<file path="src/rtl/vram_pkg.sv">
// Shared VRAM geometry and the write-arbiter state encoding.
package vram_pkg;

   localparam int VRAM_AW    = 10;
   localparam int VRAM_DEPTH = 1024;

   typedef enum logic [2:0] {
      BOOT     = 3'd0,
      IDLE     = 3'd1,
      CPU_WR   = 3'd2,
      CPU_WAIT = 3'd3,
      CLEAR    = 3'd4
   } vram_state_e;

endpackage

</file>
<file path="src/rtl/vram_fill_counter.sv">
// Sweep address counter for boot fill and screen clear; wraps at the top of VRAM.
module vram_fill_counter
   import vram_pkg::*;
(
   input  logic               clk_i,
   input  logic               rst_ni,
   input  logic               load_i,
   input  logic               inc_i,
   output logic [VRAM_AW-1:0] cnt_o,
   output logic               term_o
);

   logic [VRAM_AW-1:0] cnt_q;
   logic [VRAM_AW-1:0] cnt_d;

   always_comb begin
      cnt_d = cnt_q;
      if (load_i) begin
         cnt_d = '0;
      end else if (inc_i) begin
         cnt_d = cnt_q + 1'b1;
      end
   end

   always_ff @(posedge clk_i or negedge rst_ni) begin
      if (!rst_ni) begin
         cnt_q <= '0;
      end else begin
         cnt_q <= cnt_d;
      end
   end

   assign cnt_o  = cnt_q;
   assign term_o = (cnt_q == VRAM_AW'(VRAM_DEPTH - 1));

endmodule

</file>
<file path="src/rtl/vram_write_arbiter.sv">
// Single-port VRAM write arbiter: boot fill, CPU writes and full-screen clears.
module vram_write_arbiter
   import vram_pkg::*;
#(
   parameter logic [7:0] FILL_CHAR    = 8'h20,
   parameter bit         BOOT_PATTERN = 1'b0
) (
   input  logic               MEMORY_CLK,
   input  logic               rst_n,
   input  logic               cpu_req,
   input  logic [VRAM_AW-1:0] cpu_ad,
   input  logic [7:0]         cpu_din,
   output logic               cpu_ack,
   input  logic               clear_req,
   input  logic [7:0]         clear_char,
   output logic               v_cea,
   output logic [VRAM_AW-1:0] v_ada,
   output logic [7:0]         v_din,
   output logic               v_reseta,
   output logic               busy,
   output logic               boot_done,
   output vram_state_e        dbg_state
);

   // CPU handshake is four-phase: cpu_req is a level; the write happens once,
   // cpu_ack rises with it and stays high until cpu_req falls, then drops.

   vram_state_e        state_q;
   logic               pending_q;
   logic [7:0]         char_q;
   logic               v_cea_q;
   logic [VRAM_AW-1:0] v_ada_q;
   logic [7:0]         v_din_q;
   logic               cpu_ack_q;
   logic               busy_q;
   logic               boot_done_q;

   logic [VRAM_AW-1:0] cnt;
   logic               cnt_term;
   logic               cnt_load;
   logic               cnt_inc;
   logic               clr_hit;
   logic               pend_eff;
   logic [7:0]         char_eff;
   logic [7:0]         boot_data;

   assign cnt_load = (state_q == IDLE);
   assign cnt_inc  = (state_q == BOOT) || (state_q == CLEAR);

   vram_fill_counter u_fill_counter (
      .clk_i  (MEMORY_CLK),
      .rst_ni (rst_n),
      .load_i (cnt_load),
      .inc_i  (cnt_inc),
      .cnt_o  (cnt),
      .term_o (cnt_term)
   );

   // A clear pulse seen during CLEAR itself is dropped; elsewhere the newest pulse wins.
   assign clr_hit   = clear_req && (state_q != CLEAR);
   assign pend_eff  = pending_q || clr_hit;
   assign char_eff  = clr_hit ? clear_char : char_q;
   assign boot_data = BOOT_PATTERN ? cnt[7:0] : FILL_CHAR;

   always_ff @(posedge MEMORY_CLK or negedge rst_n) begin
      if (!rst_n) begin
         state_q     <= BOOT;
         pending_q   <= 1'b0;
         char_q      <= 8'h00;
         v_cea_q     <= 1'b0;
         v_ada_q     <= '0;
         v_din_q     <= 8'h00;
         cpu_ack_q   <= 1'b0;
         busy_q      <= 1'b1;
         boot_done_q <= 1'b0;
      end else begin
         v_cea_q <= 1'b0;
         case (state_q)
            BOOT: begin
               v_cea_q   <= 1'b1;
               v_ada_q   <= cnt;
               v_din_q   <= boot_data;
               pending_q <= pend_eff;
               char_q    <= char_eff;
               if (cnt_term) begin
                  state_q <= IDLE;
               end
            end
            IDLE: begin
               boot_done_q <= 1'b1;
               char_q      <= char_eff;
               if (cpu_req) begin
                  state_q   <= CPU_WR;
                  pending_q <= pend_eff;
                  busy_q    <= 1'b0;
               end else if (pend_eff) begin
                  state_q   <= CLEAR;
                  pending_q <= 1'b0;
                  busy_q    <= 1'b1;
               end else begin
                  busy_q <= 1'b0;
               end
            end
            CPU_WR: begin
               v_cea_q   <= 1'b1;
               v_ada_q   <= cpu_ad;
               v_din_q   <= cpu_din;
               cpu_ack_q <= 1'b1;
               pending_q <= pend_eff;
               char_q    <= char_eff;
               state_q   <= CPU_WAIT;
            end
            CPU_WAIT: begin
               pending_q <= pend_eff;
               char_q    <= char_eff;
               if (!cpu_req) begin
                  cpu_ack_q <= 1'b0;
                  state_q   <= IDLE;
               end
            end
            CLEAR: begin
               v_cea_q <= 1'b1;
               v_ada_q <= cnt;
               v_din_q <= char_q;
               if (cnt_term) begin
                  state_q <= IDLE;
               end
            end
            default: begin
               state_q <= BOOT;
            end
         endcase
      end
   end

   assign v_cea     = v_cea_q;
   assign v_ada     = v_ada_q;
   assign v_din     = v_din_q;
   assign v_reseta  = 1'b0;
   assign cpu_ack   = cpu_ack_q;
   assign busy      = busy_q;
   assign boot_done = boot_done_q;
   assign dbg_state = state_q;

endmodule

</file>
<file path="config.mk">
export PLATFORM = sky130hd
export DESIGN_NAME = vram_write_arbiter
export DESIGN_NICKNAME = d
export VERILOG_FILES = /design/src/rtl/vram_pkg.sv /design/src/rtl/vram_fill_counter.sv /design/src/rtl/vram_write_arbiter.sv
export SDC_FILE = /design/constraint.sdc
export NUM_CORES = 1
export LEC_CHECK = 0
export BUFFER_PORTS_ARGS = -buffer_cell sky130_fd_sc_hd__buf_2
export CAP_MARGIN = 20
export CORE_MARGIN = 2
export CORE_UTILIZATION = 38
export CTS_CLUSTER_SIZE = 10
export DETAILED_ROUTE_END_ITERATION = 7
export HOLD_SLACK_MARGIN = 0.05
export SLEW_MARGIN = 20
export SYNTH_ARGS = -nofsm -noshare
export SYNTH_HDL_FRONTEND = slang
export SYNTH_HIERARCHICAL = 1
export SYNTH_SLANG_ARGS = --single-unit
</file>
<file path="constraint.sdc">
create_clock -name MEMORY_CLK -period 2.25 [get_ports MEMORY_CLK]
set_input_delay 0.45 -clock MEMORY_CLK [delete_from_list [all_inputs] [get_ports MEMORY_CLK]]
set_output_delay 0.45 -clock MEMORY_CLK [all_outputs]
set_load 0.05 [all_outputs]
</file>
==> results of run 1 <==
==> flip-flops by register name, indices dropped and copies added, names as in the netlist <==
signal / flops
boot_done: 1
char_q: 8
pending_q: 1
v_din: 8
u_fill_counter/cnt_o: 10
cpu_ack: 1
busy: 1
dbg_state: 3
v_cea: 1
v_ada: 10
==> area by class of cell <==
cell class                      instances  area share
Timing Repair Buffer                   66       0.143
Tap cell                               70      0.0348
Inverter                                4     0.00597
Clock inverter                          2      0.0139
Clock buffer                            6      0.0288
Sequential cell                        44       0.438
Multi-Input combinational cell        123       0.335
==> critical path, stage by stage (launching register included) <==
cell and delay [ns]:
dfrtp_1 0.39, buf_4 0.19, nor2_1 0.40, o2111ai_4 0.21
or4_1 0.43, a21oi_1 0.15
==> logic make-up after synthesis <==
family	share of synthesized area
AOI/OAI and AO/OA	0.201
DFF	0.536
other	0.00182
muxes	0.0535
and+or+nand+nor	0.130
xor gates and xnor gates	0.0170
adders and majority gates	0.00608
buffers and inverters	0.0541
==> routing by layer <==
layer / GRT usage / up-vias / routed length, µm
li1: - / 806 / -
met1: 0.235 / 815 / 2320
met2: 0.270 / 45 / 2270
met3: 0.0512 / 6 / 247
met4: 0.0429 / 0 / 40
met5: 0 / - / 0
==> stage by stage <==
step           worst slack [ns]  std cells   util  power (mW)
6_report                  0.407        315  0.486        1.48
2_1_floorplan             0.101        186      -       0.851
4_1_cts                   0.427        315  0.486        1.49
3_5_place_dp              0.458        307  0.466       0.901
5_1_grt                   0.226        315  0.486        1.54
3_3_place_gp              0.484        307  0.466       0.899
==> power by group through the flow <==
stage | registers (mW) | logic (mW) | clock network (mW)
2_1_floorplan | 0.825 | 0.0253 | 0
3_3_place_gp | 0.827 | 0.0719 | 0
3_5_place_dp | 0.828 | 0.0732 | 0
4_1_cts | 0.812 | 0.0735 | 0.608
5_1_grt | 0.814 | 0.0802 | 0.645
6_report | 0.812 | 0.0713 | 0.598
==> cells in the mapped netlist, types with 3 or more instances <==
| cell | n |
|---|---|
| a22oi_1 | 17 |
| a32oi_1 | 17 |
| buf_4 | 3 |
| nor2_1 | 11 |
| a21oi_1 | 6 |
| clkbuf_1 | 4 |
| nand2_1 | 23 |
| dfrtp_1 | 43 |
| o21ai_0 | 4 |
| buf_6 | 3 |
| mux2_2 | 8 |
| buf_2 | 5 |
| nand3_1 | 3 |
| or3_1 | 3 |
| xor2_1 | 3 |
| o31ai_1 | 4 |
| inv_1 | 4 |
==> worst max-delay path by stage <==
stage	end	cells after the start
2_1_floorplan	u_fill_counter/cnt_o[9]$_DFFE_PN0P_	6
3_3_place_gp	u_fill_counter/cnt_o[9]$_DFFE_PN0P_	5
3_5_place_dp	u_fill_counter/cnt_o[9]$_DFFE_PN0P_	5
4_1_cts	u_fill_counter/cnt_o[9]$_DFFE_PN0P_	5
5_1_grt	u_fill_counter/cnt_o[9]$_DFFE_PN0P_	5
6_report	u_fill_counter/cnt_o[9]$_DFFE_PN0P_	5
==> key figures, run 1 <==
Layout
  – ANT cells: 0
  – Synthesis-to-layout area growth: 22.3%
  – Finished Cell Area: 0.00252 mm²
  – Multi-input gate area in the final layout: 843 µm²
  – Final net count: 275
  – Reg area: 0.00110 mm²
  – Ratio of cells with drive above 1 in the final layout: 0.355
  – Commonest non-fill, non-tap cell in the layout: buf_2
  – # fillers: 499
  – Most frequent cells in the layout: buf_2 (54), dfrtp_1 (43), nand2_1 (23), a32oi_1 (17), a22oi_1 (17)

Timing
  – Final Slew Violations: 0
  – Hold WS: 0.145 ns
  – Number of hold violations in the final report: 0
  – Tcrit/Tclk final: 0.819
  – # setup viols final: 0
  – RSZ-0062 raised after global routing: no
  – Fmax: 0.543 GHz
  – Slew @ Worst Pin: 0.595 ns
  – Max_slew headroom: 0.603
  – Clock Skews: 0.00908 ns
  – Minimum clock period: 1.84 ns
  – Setup TNS: 0 ns

Outcome
  – Status: complete, no violations

Global route
  – Antenna violations before repair: 0
  – GRT overflow: 0
  – Largest net degree at the start of global routing: 28
  – GRT Total Usage: 0.172
  – Vias in the first global route: 1,652
  – First-pass GRT wire length: 8.14 mm

Clock network
  – # clock sinks: 44
  – H-Tree Depth: 2
  – Clock-pin slew on the worst setup and hold paths: 0.09 ns
  – Clock latency on the worst-skew pair: 0.30 ns
  – Post-CTS sizing: 0
  – CTS tree: yes
  – Root buffer cell: clkbuf_8
  – CTS Buffer Depth: 2
  – Cts bufs inserted: 5
  – Post-CTS Setup Repair Bufs: 0
  – CTS Hold Bufs: 0

Floorplan
  – FP Rows: 26
  – Die Y: 77.6 µm
  – Initial Util: 0.398
  – Die area: 0.00602 mm²
  – Core box area: 0.00517 mm²
  – Ports: 56
  – Die width: 77.6 µm

Drt
  – Vias per cell: 5.31
  – Vias: 1,672
  – DRC: 0
  – DR WL/cell: 15.5 µm
  – Post-DRT Antenna Nets: 0
  – DR iter-0 viols: 119
  – Routed wire length: 4.87 mm
  – Drt first pass iters: 4

Yosys
  – Synth Cell Area: 0.00206 mm²
  – Cells after Synth: 186
  – Syn Nets: 217
  – #FFs+latches synth: 44
  – Syn. warnings: 6
  – Synth top area share: 0.523
  – Top cells by area, synth: dfrtp_1 (52%), a32oi_1 (7.2%), a22oi_1 (6.2%), mux2_2 (4.4%), nand2_1 (4.2%)
  – Post-synth ARST share: 1.00
  – Post-synthesis sequential area ratio: 0.536
  – Post-synth EDFFs: 0
  – Syn Area/Cell: 11.1 µm²
  – Unique masters post-synth: 38
  – Yosys top cell by area: dfrtp_1
  – Main synth FF type: dfrtp_1

Run
  – Max_cap viols: 0

Power and ir drop
  – Net Sw Power: 312 µW
  – Pwr/cell area: 589 mW/mm²
  – Power share of the sequential group: 0.548
  – Leakage: 1.26 nW
  – Worst IR Drop VDD: 0.000360 V
  – Int Power: 1.17 mW
  – Sw Ratio: 0.210
  – Clock power share: 0.404
  – Logic pwr share: 0.048

Worst setup path
  – Worst setup SP type: register
  – Crit path kind: register to register
  – CP arrival: 2.06 ns
  – R2r startpoint: dbg_state[0]$_DFFE_PN0P_
  – CP Max Fanout: 13
  – Worst path required time: 2.47 ns
  – R2R setup slack: 0.41 ns
  – Reg2reg end: u_fill_counter/cnt_o[9]$_DFFE_PN0P_
  – Worst setup startpoint: dbg_state[0]$_DFFE_PN0P_
  – Worst R2R Path Depth: 5
  – CP endpoint kind: register

Placement
  – Count of input and output buffers: 54
  – Gpl congestion: 0.824
  – Detail Placement HPWL: 3.42 mm
  – DP Area: 0.00241 mm²

Min path
  – Worst min path class: primary input to async pin
No activity file was read; power rests on OpenSTA's default activity.
==> run 2, diff against run 1 <==
Clock period 2.25 ns to 1.6 ns, I/O delays scaled along.
==> run 2 against run 1 <==
Effect of this change: critical path type unchanged; combinational power is 44% higher; die area did not move; via count is 2.6% higher; the flow now finishes with violations (negative setup slack); total power grew 43%; worst setup slack worse by 0.49 ns; clock skew fell by 0.00052 ns; routed wire length fell by 1.6%; utilization rose by 2.8 points; count of clock-buffer cells in the layout is 1 lower.
==> key figures, run 2 (synthesis gave the netlist of run 1 again) <==
Timing
  – Clock Skews: 0.00856 ns (was 0.00908 ns)
  – Number of hold violations in the final report: 0 (unchanged)
  – Minimum clock period: 1.69 ns (was 1.84 ns)
  – Final setup margin: -0.0877 ns (was 0.407 ns)
  – Fmax: 0.593 GHz (was 0.543 GHz)
  – RSZ-0062 raised after global routing: yes (was no)
  – Hold WS: 0.233 ns (was 0.145 ns)
  – Final Slew Violations: 0 (unchanged)
  – # setup viols final: 2 (was 0)
  – Tcrit/Tclk final: 1.05 (was 0.819)

Drt
  – Vias per cell: 5.28 (was 5.31)
  – Routed wire length: 4.79 mm (was 4.87 mm)
  – DRC: 0 (unchanged)
  – DR iter-0 viols: 72 (was 119)
  – Vias: 1,715 (was 1,672)
  – Post-DRT Antenna Nets: 0 (unchanged)
  – DR WL/cell: 14.7 µm (was 15.5 µm)
  – Drt first pass iters: 4 (unchanged)

Power and ir drop
  – Power share of the sequential group: 0.539 (was 0.548)
  – Pwr/cell area: 794 mW/mm² (was 589 mW/mm²)
  – Leakage: 1.31 nW (was 1.26 nW)
  – Int Power: 1.65 mW (was 1.17 mW)
  – Worst IR Drop VDD: 0.000366 V (was 0.000360 V)
  – Logic pwr share: 0.049 (was 0.048)
  – Total power: 2.11 mW (was 1.48 mW)
  – Clock power share: 0.412 (was 0.404)
  – Sw Ratio: 0.218 (was 0.210)
  – Net Sw Power: 461 µW (was 312 µW)

Floorplan
  – FP Rows: 26 (unchanged)
  – Die width: 77.6 µm (unchanged)
  – Ports: 56 (unchanged)
  – Core box area: 0.00517 mm² (unchanged)
  – Initial Util: 0.398 (unchanged)
  – Die area: 0.00602 mm² (unchanged)
  – Die Y: 77.6 µm (unchanged)

Clock network
  – CTS Buffer Depth: 2 (unchanged)
  – # clock sinks: 44 (unchanged)
  – Cts bufs inserted: 5 (unchanged)
  – Clock-pin slew on the worst setup and hold paths: 0.09 ns (about the same)
  – H-Tree Depth: 2 (unchanged)
  – Clock latency on the worst-skew pair: 0.30 ns (about the same)
  – Root buffer cell: clkbuf_8 (unchanged)
  – CTS tree: yes (unchanged)

Global route
  – Antenna violations before repair: 0 (unchanged)
  – M3 GR Usage: 0.0430 (was 0.0512)
  – Met1 Use GR: 0.215 (was 0.235)
  – First-pass GRT wire length: 8.25 mm (was 8.14 mm)
  – M2 GR Usage: 0.289 (was 0.270)
  – Vias in the first global route: 1,781 (was 1,652)
  – Largest net degree at the start of global routing: 31 (was 28)
  – Top Usage Layer GRT: met2 (unchanged)
  – GRT overflow: 0 (unchanged)
  – GRT Total Usage: 0.173 (was 0.172)

Worst setup path
  – R2R setup slack: -0.09 ns (was 0.41 ns)
  – Worst setup SP type: register (unchanged)
  – CP arrival: 1.91 ns (was 2.06 ns)
  – Critical Path End: u_fill_counter/cnt_o[9]$_DFFE_PN0P_ (unchanged)
  – CP Max Fanout: 5 (was 13)
  – Worst setup startpoint: dbg_state[1]$_DFFE_PN0P_ (was dbg_state[0]$_DFFE_PN0P_)
  – Worst R2R Path Depth: 5 (unchanged)
  – R2r startpoint: dbg_state[1]$_DFFE_PN0P_ (was dbg_state[0]$_DFFE_PN0P_)
  – Reg2reg end: u_fill_counter/cnt_o[9]$_DFFE_PN0P_ (unchanged)
  – CP endpoint kind: register (unchanged)
  – Crit path kind: register to register (unchanged)
  – Worst path required time: 1.82 ns (was 2.47 ns)

Layout
  – Finished Cell Area: 0.00266 mm² (was 0.00252 mm²)
  – Ratio of cells with drive above 1 in the final layout: 0.404 (was 0.355)
  – Final Util: 0.515 (was 0.486)
  – Final net count: 285 (was 275)
  – ANT cells: 0 (unchanged)
  – Synthesis-to-layout area growth: 29.4% (was 22.3%)
  – Multi-input gate area in the final layout: 863 µm² (was 843 µm²)
  – # fillers: 476 (was 499)
  – Most frequent cells in the layout: buf_2 (53), dfrtp_1 (40), nand2_1 (23), buf_4 (18) (was buf_2 (54), dfrtp_1 (43), nand2_1 (23), a32oi_1 (17), a22oi_1 (17))
  – Reg area: 0.00111 mm² (was 0.00110 mm²)
  – Commonest non-fill, non-tap cell in the layout: buf_2 (unchanged)

Placement
  – Count of input and output buffers: 54 (unchanged)
  – Gpl congestion: 0.762 (was 0.824)
  – Detail Placement HPWL: 3.41 mm (was 3.42 mm)
  – DP Area: 0.00249 mm² (was 0.00241 mm²)
  – Placement Setup Slack: -0.0719 ns (was 0.458 ns)

Outcome
  – Status: finished, violations left (was complete, no violations)
  – Violated checks: negative setup slack

Min path
  – Worst min path class: primary input to register (was primary input to async pin)

Run
  – Max_cap viols: 0 (unchanged)
## run 2: cell count changes in the layout (fill, tap and decap cells not counted), sizes merged
cell	previous run	this run
clkinv	1	0
dlygate4sd3	0	1
clkinvlp	0	1
inv	4	5
buf	66	75
clkbuf	6	5
## run 2: worst min-delay path by stage
| stage | startpoint | endpoint | slack (ns) | depth (start not counted) |
|---|---|---|---|---|
| after floorplan | rst_n | boot_done$_DFFE_PN0N_ | 0.02 | 0 |
| after global placement | rst_n | v_din[5]$_DFFE_PN0P_ | 0.25 | 1 |
| after detailed placement | rst_n | v_din[5]$_DFFE_PN0P_ | 0.26 | 1 |
| after CTS | cpu_req | busy$_DFFE_PN1N_ | 0.22 | 2 |
| after global routing | cpu_req | busy$_DFFE_PN1N_ | 0.23 | 2 |
| final | cpu_req | busy$_DFFE_PN1N_ | 0.23 | 2 |
## run 2: repair_timing
item | 4_1_cts | 5_1_grt
hold buffers | 1 | 0
setup endpoints to repair | 6 | 7
resized for setup | 4 | 2
pin swaps | 2 | 0
buffers inserted | 2 | 0
hold endpoints to repair | 13 | 0
## run 2: power by group through the flow
stage                     clock, mW  combinational [mW]  sequential [mW]
after floorplan                   0              0.0356             1.16
after global placement            0               0.103             1.16
after detailed placement          0               0.105             1.16
after CTS                     0.897               0.106             1.14
after global routing          0.933               0.116             1.14
final                         0.871               0.103             1.14
## run 2: area by class of cell
| cell class | instances | area share |
|---|---|---|
| sequential | 44 | 0.415 |
| multi-input combinational | 123 | 0.324 |
| timing repair buffer | 76 | 0.178 |
| tap | 70 | 0.0329 |
| clock buffer | 5 | 0.0258 |
| clock inverter | 3 | 0.0174 |
| inverter | 4 | 0.00658 |
## run 2: worst max-delay path, cell delays in order (launching register included)
cell and delay [ns]:
dfrtp_2 0.41, or3b_4 0.42, inv_4 0.07, o2111ai_4 0.15, or4_1 0.43, a21oi_1 0.14
## run 2: metal layers
layer  wire (µm)  up-vias
met3         273        4
met5           0        -
met1        2130      829
met2        2350       54
met4          41        0
li1            -      828
## run 2: through the flow
stage	TNS [ns]	cells
after floorplan	-1.26	186
after global placement	-0.0428	314
after detailed placement	-0.0909	314
after CTS	-0.0880	325
after global routing	-0.457	325
final	-0.104	325
==> run 3, diff against run 2 <==
Settings changed: CORE_ASPECT_RATIO set to 2.
==> run 3 against run 2 <==
Effect of this change: the run still ends with negative setup slack left; cell area is 0.66% higher; final cell count down 4.3%; clock power is 4.7% higher; utilization is 0.21 points higher; combinational power about the same; critical path depth up 1; register-to-register slack hardly changed; first-iteration DRC count is 17% lower; non-clock buffer count fell by 2; largest power group unchanged.
==> key figures, run 3 (synthesis gave the netlist of run 1 again) <==
Outcome
  – Status: finished, violations left (unchanged)
  – Violated checks: negative setup slack (unchanged)

Timing
  – Minimum clock period: 1.70 ns (was 1.69 ns)
  – Setup TNS: -0.233 ns (was -0.104 ns)
  – Number of hold violations in the final report: 0 (unchanged)
  – # setup viols final: 3 (was 2)
  – RSZ-0062 raised after global routing: yes (unchanged)
  – Tcrit/Tclk final: 1.06 (was 1.05)
  – Final Slew Violations: 0 (unchanged)
  – Clock Skews: 0.00952 ns (was 0.00856 ns)
  – Fmax: 0.589 GHz (was 0.593 GHz)
  – Final setup margin: -0.0974 ns (was -0.0877 ns)

Drt
  – DRC: 0 (unchanged)
  – Drt first pass iters: 4 (unchanged)
  – DR iter-0 viols: 60 (was 72)
  – Vias: 1,690 (was 1,715)
  – Routed wire length: 5.02 mm (was 4.79 mm)
  – Vias per cell: 5.43 (was 5.28)
  – Post-DRT Antenna Nets: 0 (unchanged)
  – DR WL/cell: 16.2 µm (was 14.7 µm)

Worst setup path
  – CP Max Fanout: 4 (was 5)
  – CP arrival: 1.94 ns (was 1.91 ns)
  – CP endpoint kind: register (unchanged)
  – Worst setup SP type: register (unchanged)
  – R2R setup slack: -0.1 ns (was -0.09 ns)
  – Crit path kind: register to register (unchanged)
  – Worst path required time: 1.84 ns (was 1.82 ns)

Layout
  – Final std cells w/o fill: 311 (was 325)
  – ANT cells: 0 (unchanged)
  – Final Util: 0.517 (was 0.515)
  – Final net count: 283 (was 285)
  – Synthesis-to-layout area growth: 30.3% (was 29.4%)
  – Most frequent cells in the layout: buf_2 (53), dfrtp_1 (40), nand2_1 (23), a32oi_1 (17), a22oi_1 (17) (was buf_2 (53), dfrtp_1 (40), nand2_1 (23), buf_4 (18))
  – # fillers: 513 (was 476)
  – Reg area: 0.00111 mm² (unchanged)
  – Commonest non-fill, non-tap cell in the layout: buf_2 (unchanged)
  – Multi-input gate area in the final layout: 881 µm² (was 863 µm²)
  – Finished Cell Area: 0.00268 mm² (was 0.00266 mm²)
  – Ratio of cells with drive above 1 in the final layout: 0.419 (was 0.404)

Global route
  – Largest net degree at the start of global routing: 45 (was 31)
  – Antenna violations before repair: 0 (unchanged)
  – First-pass GRT wire length: 8.16 mm (was 8.25 mm)
  – GRT Total Usage: 0.175 (was 0.173)
  – GRT overflow: 0 (unchanged)
  – Vias in the first global route: 1,689 (was 1,781)

Power and ir drop
  – Int Power: 1.69 mW (was 1.65 mW)
  – Leakage: 1.32 nW (was 1.31 nW)
  – Clock power share: 0.423 (was 0.412)
  – Net Sw Power: 460 µW (was 461 µW)
  – Pwr/cell area: 804 mW/mm² (was 794 mW/mm²)
  – Worst IR Drop VDD: 0.000719 V (was 0.000366 V)
  – Logic pwr share: 0.047 (was 0.049)
  – Sw Ratio: 0.214 (was 0.218)
  – Power share of the sequential group: 0.529 (was 0.539)

Placement
  – DP Area: 0.00248 mm² (was 0.00249 mm²)
  – Count of input and output buffers: 54 (unchanged)
  – Placed Instances: 300 (was 314)
  – Placement Setup Slack: -0.0832 ns (was -0.0719 ns)
  – Gpl congestion: 0.853 (was 0.762)
  – Detail Placement HPWL: 3.41 mm (about the same)

Clock network
  – H-Tree Depth: 2 (unchanged)
  – # clock sinks: 44 (unchanged)
  – Clock latency on the worst-skew pair: 0.30 ns (about the same)
  – Root buffer cell: clkbuf_8 (unchanged)
  – Cts bufs inserted: 5 (unchanged)
  – CTS Buffer Depth: 2 (unchanged)
  – CTS tree: yes (unchanged)
  – Clock-pin slew on the worst setup and hold paths: 0.09 ns (about the same)

Run
  – Max_cap viols: 0 (unchanged)

Floorplan
  – Core box area: 0.00518 mm² (was 0.00517 mm²)
  – Die Y: 108 µm (was 77.6 µm)
  – Ports: 56 (unchanged)
  – Die width: 56.0 µm (was 77.6 µm)
  – Die area: 0.00605 mm² (was 0.00602 mm²)
  – Initial Util: 0.397 (was 0.398)
  – FP Rows: 37 (was 26)

Min path
  – Worst min path class: primary input to register (unchanged)
run 3: repair_timing:
item	CTS	global route
buffers inserted	2	0
gates resized for setup	5	9
hold buffers	1	0
pin swaps	5	2
endpoints found under the setup margin	22	5
hold endpoints to repair	43	0
run 3: power groups by stage:
| stage | combinational (mW) | clock, mW | sequential (mW) |
|---|---|---|---|
| final | 0.102 | 0.912 | 1.14 |
| after global routing | 0.115 | 0.972 | 1.14 |
| after CTS | 0.106 | 0.933 | 1.14 |
| after detailed placement | 0.104 | 0 | 1.16 |
| after global placement | 0.103 | 0 | 1.16 |
| after floorplan | 0.0356 | 0 | 1.16 |
run 3: metal layers:
metal / part of all wire / wire [µm] / up-vias / track usage
met5: 0 / 0 / - / 0
met4: 0.020 / 100 / 0 / 0.0867
met3: 0.041 / 206 / 6 / 0.0299
met2: 0.56 / 2820 / 38 / 0.329
met1: 0.38 / 1900 / 828 / 0.183
li1: - / - / 818 / -
run 3: final timing paths:
path | startpoint | to | cells after the start
worst max-delay path | dbg_state[2]$_DFFE_PN0P_ | u_fill_counter/cnt_o[5]$_DFFE_PN0P_ | 6
worst min-delay path | cpu_req | busy$_DFFE_PN1N_ | 2
worst max register to register | dbg_state[2]$_DFFE_PN0P_ | u_fill_counter/cnt_o[5]$_DFFE_PN0P_ | 6
worst min register to register | boot_done$_DFFE_PN0N_ | boot_done$_DFFE_PN0N_ | 1
max in group asynchronous | rst_n | busy$_DFFE_PN1N_ | 3
min in group asynchronous | rst_n | u_fill_counter/cnt_o[1]$_DFFE_PN0P_ | 3
run 3: cell type report:
cell class              count  share of cell area
inverters                   4             0.00654
well taps                  58              0.0271
multi-input cells         123               0.329
clock inverters             2              0.0145
clock buffers               6              0.0308
repair buffers             74               0.180
flip-flops and latches     44               0.413
run 3: through the flow:
stage	power, mW	hold slack [ns]
global placement	1.26	0.316
detailed placement	1.27	0.320
finish	2.15	0.228
global route	2.23	0.228
floorplan	1.20	0.0244
CTS	2.18	0.223
run 3: worst max-delay path, cell delays in order, from the launching register on:
cell       delay, ns
dfrtp_2         0.41
or3b_4          0.41
inv_4           0.07
o2111ai_4       0.13
buf_6           0.17
or3_4           0.33
a21oi_2         0.12
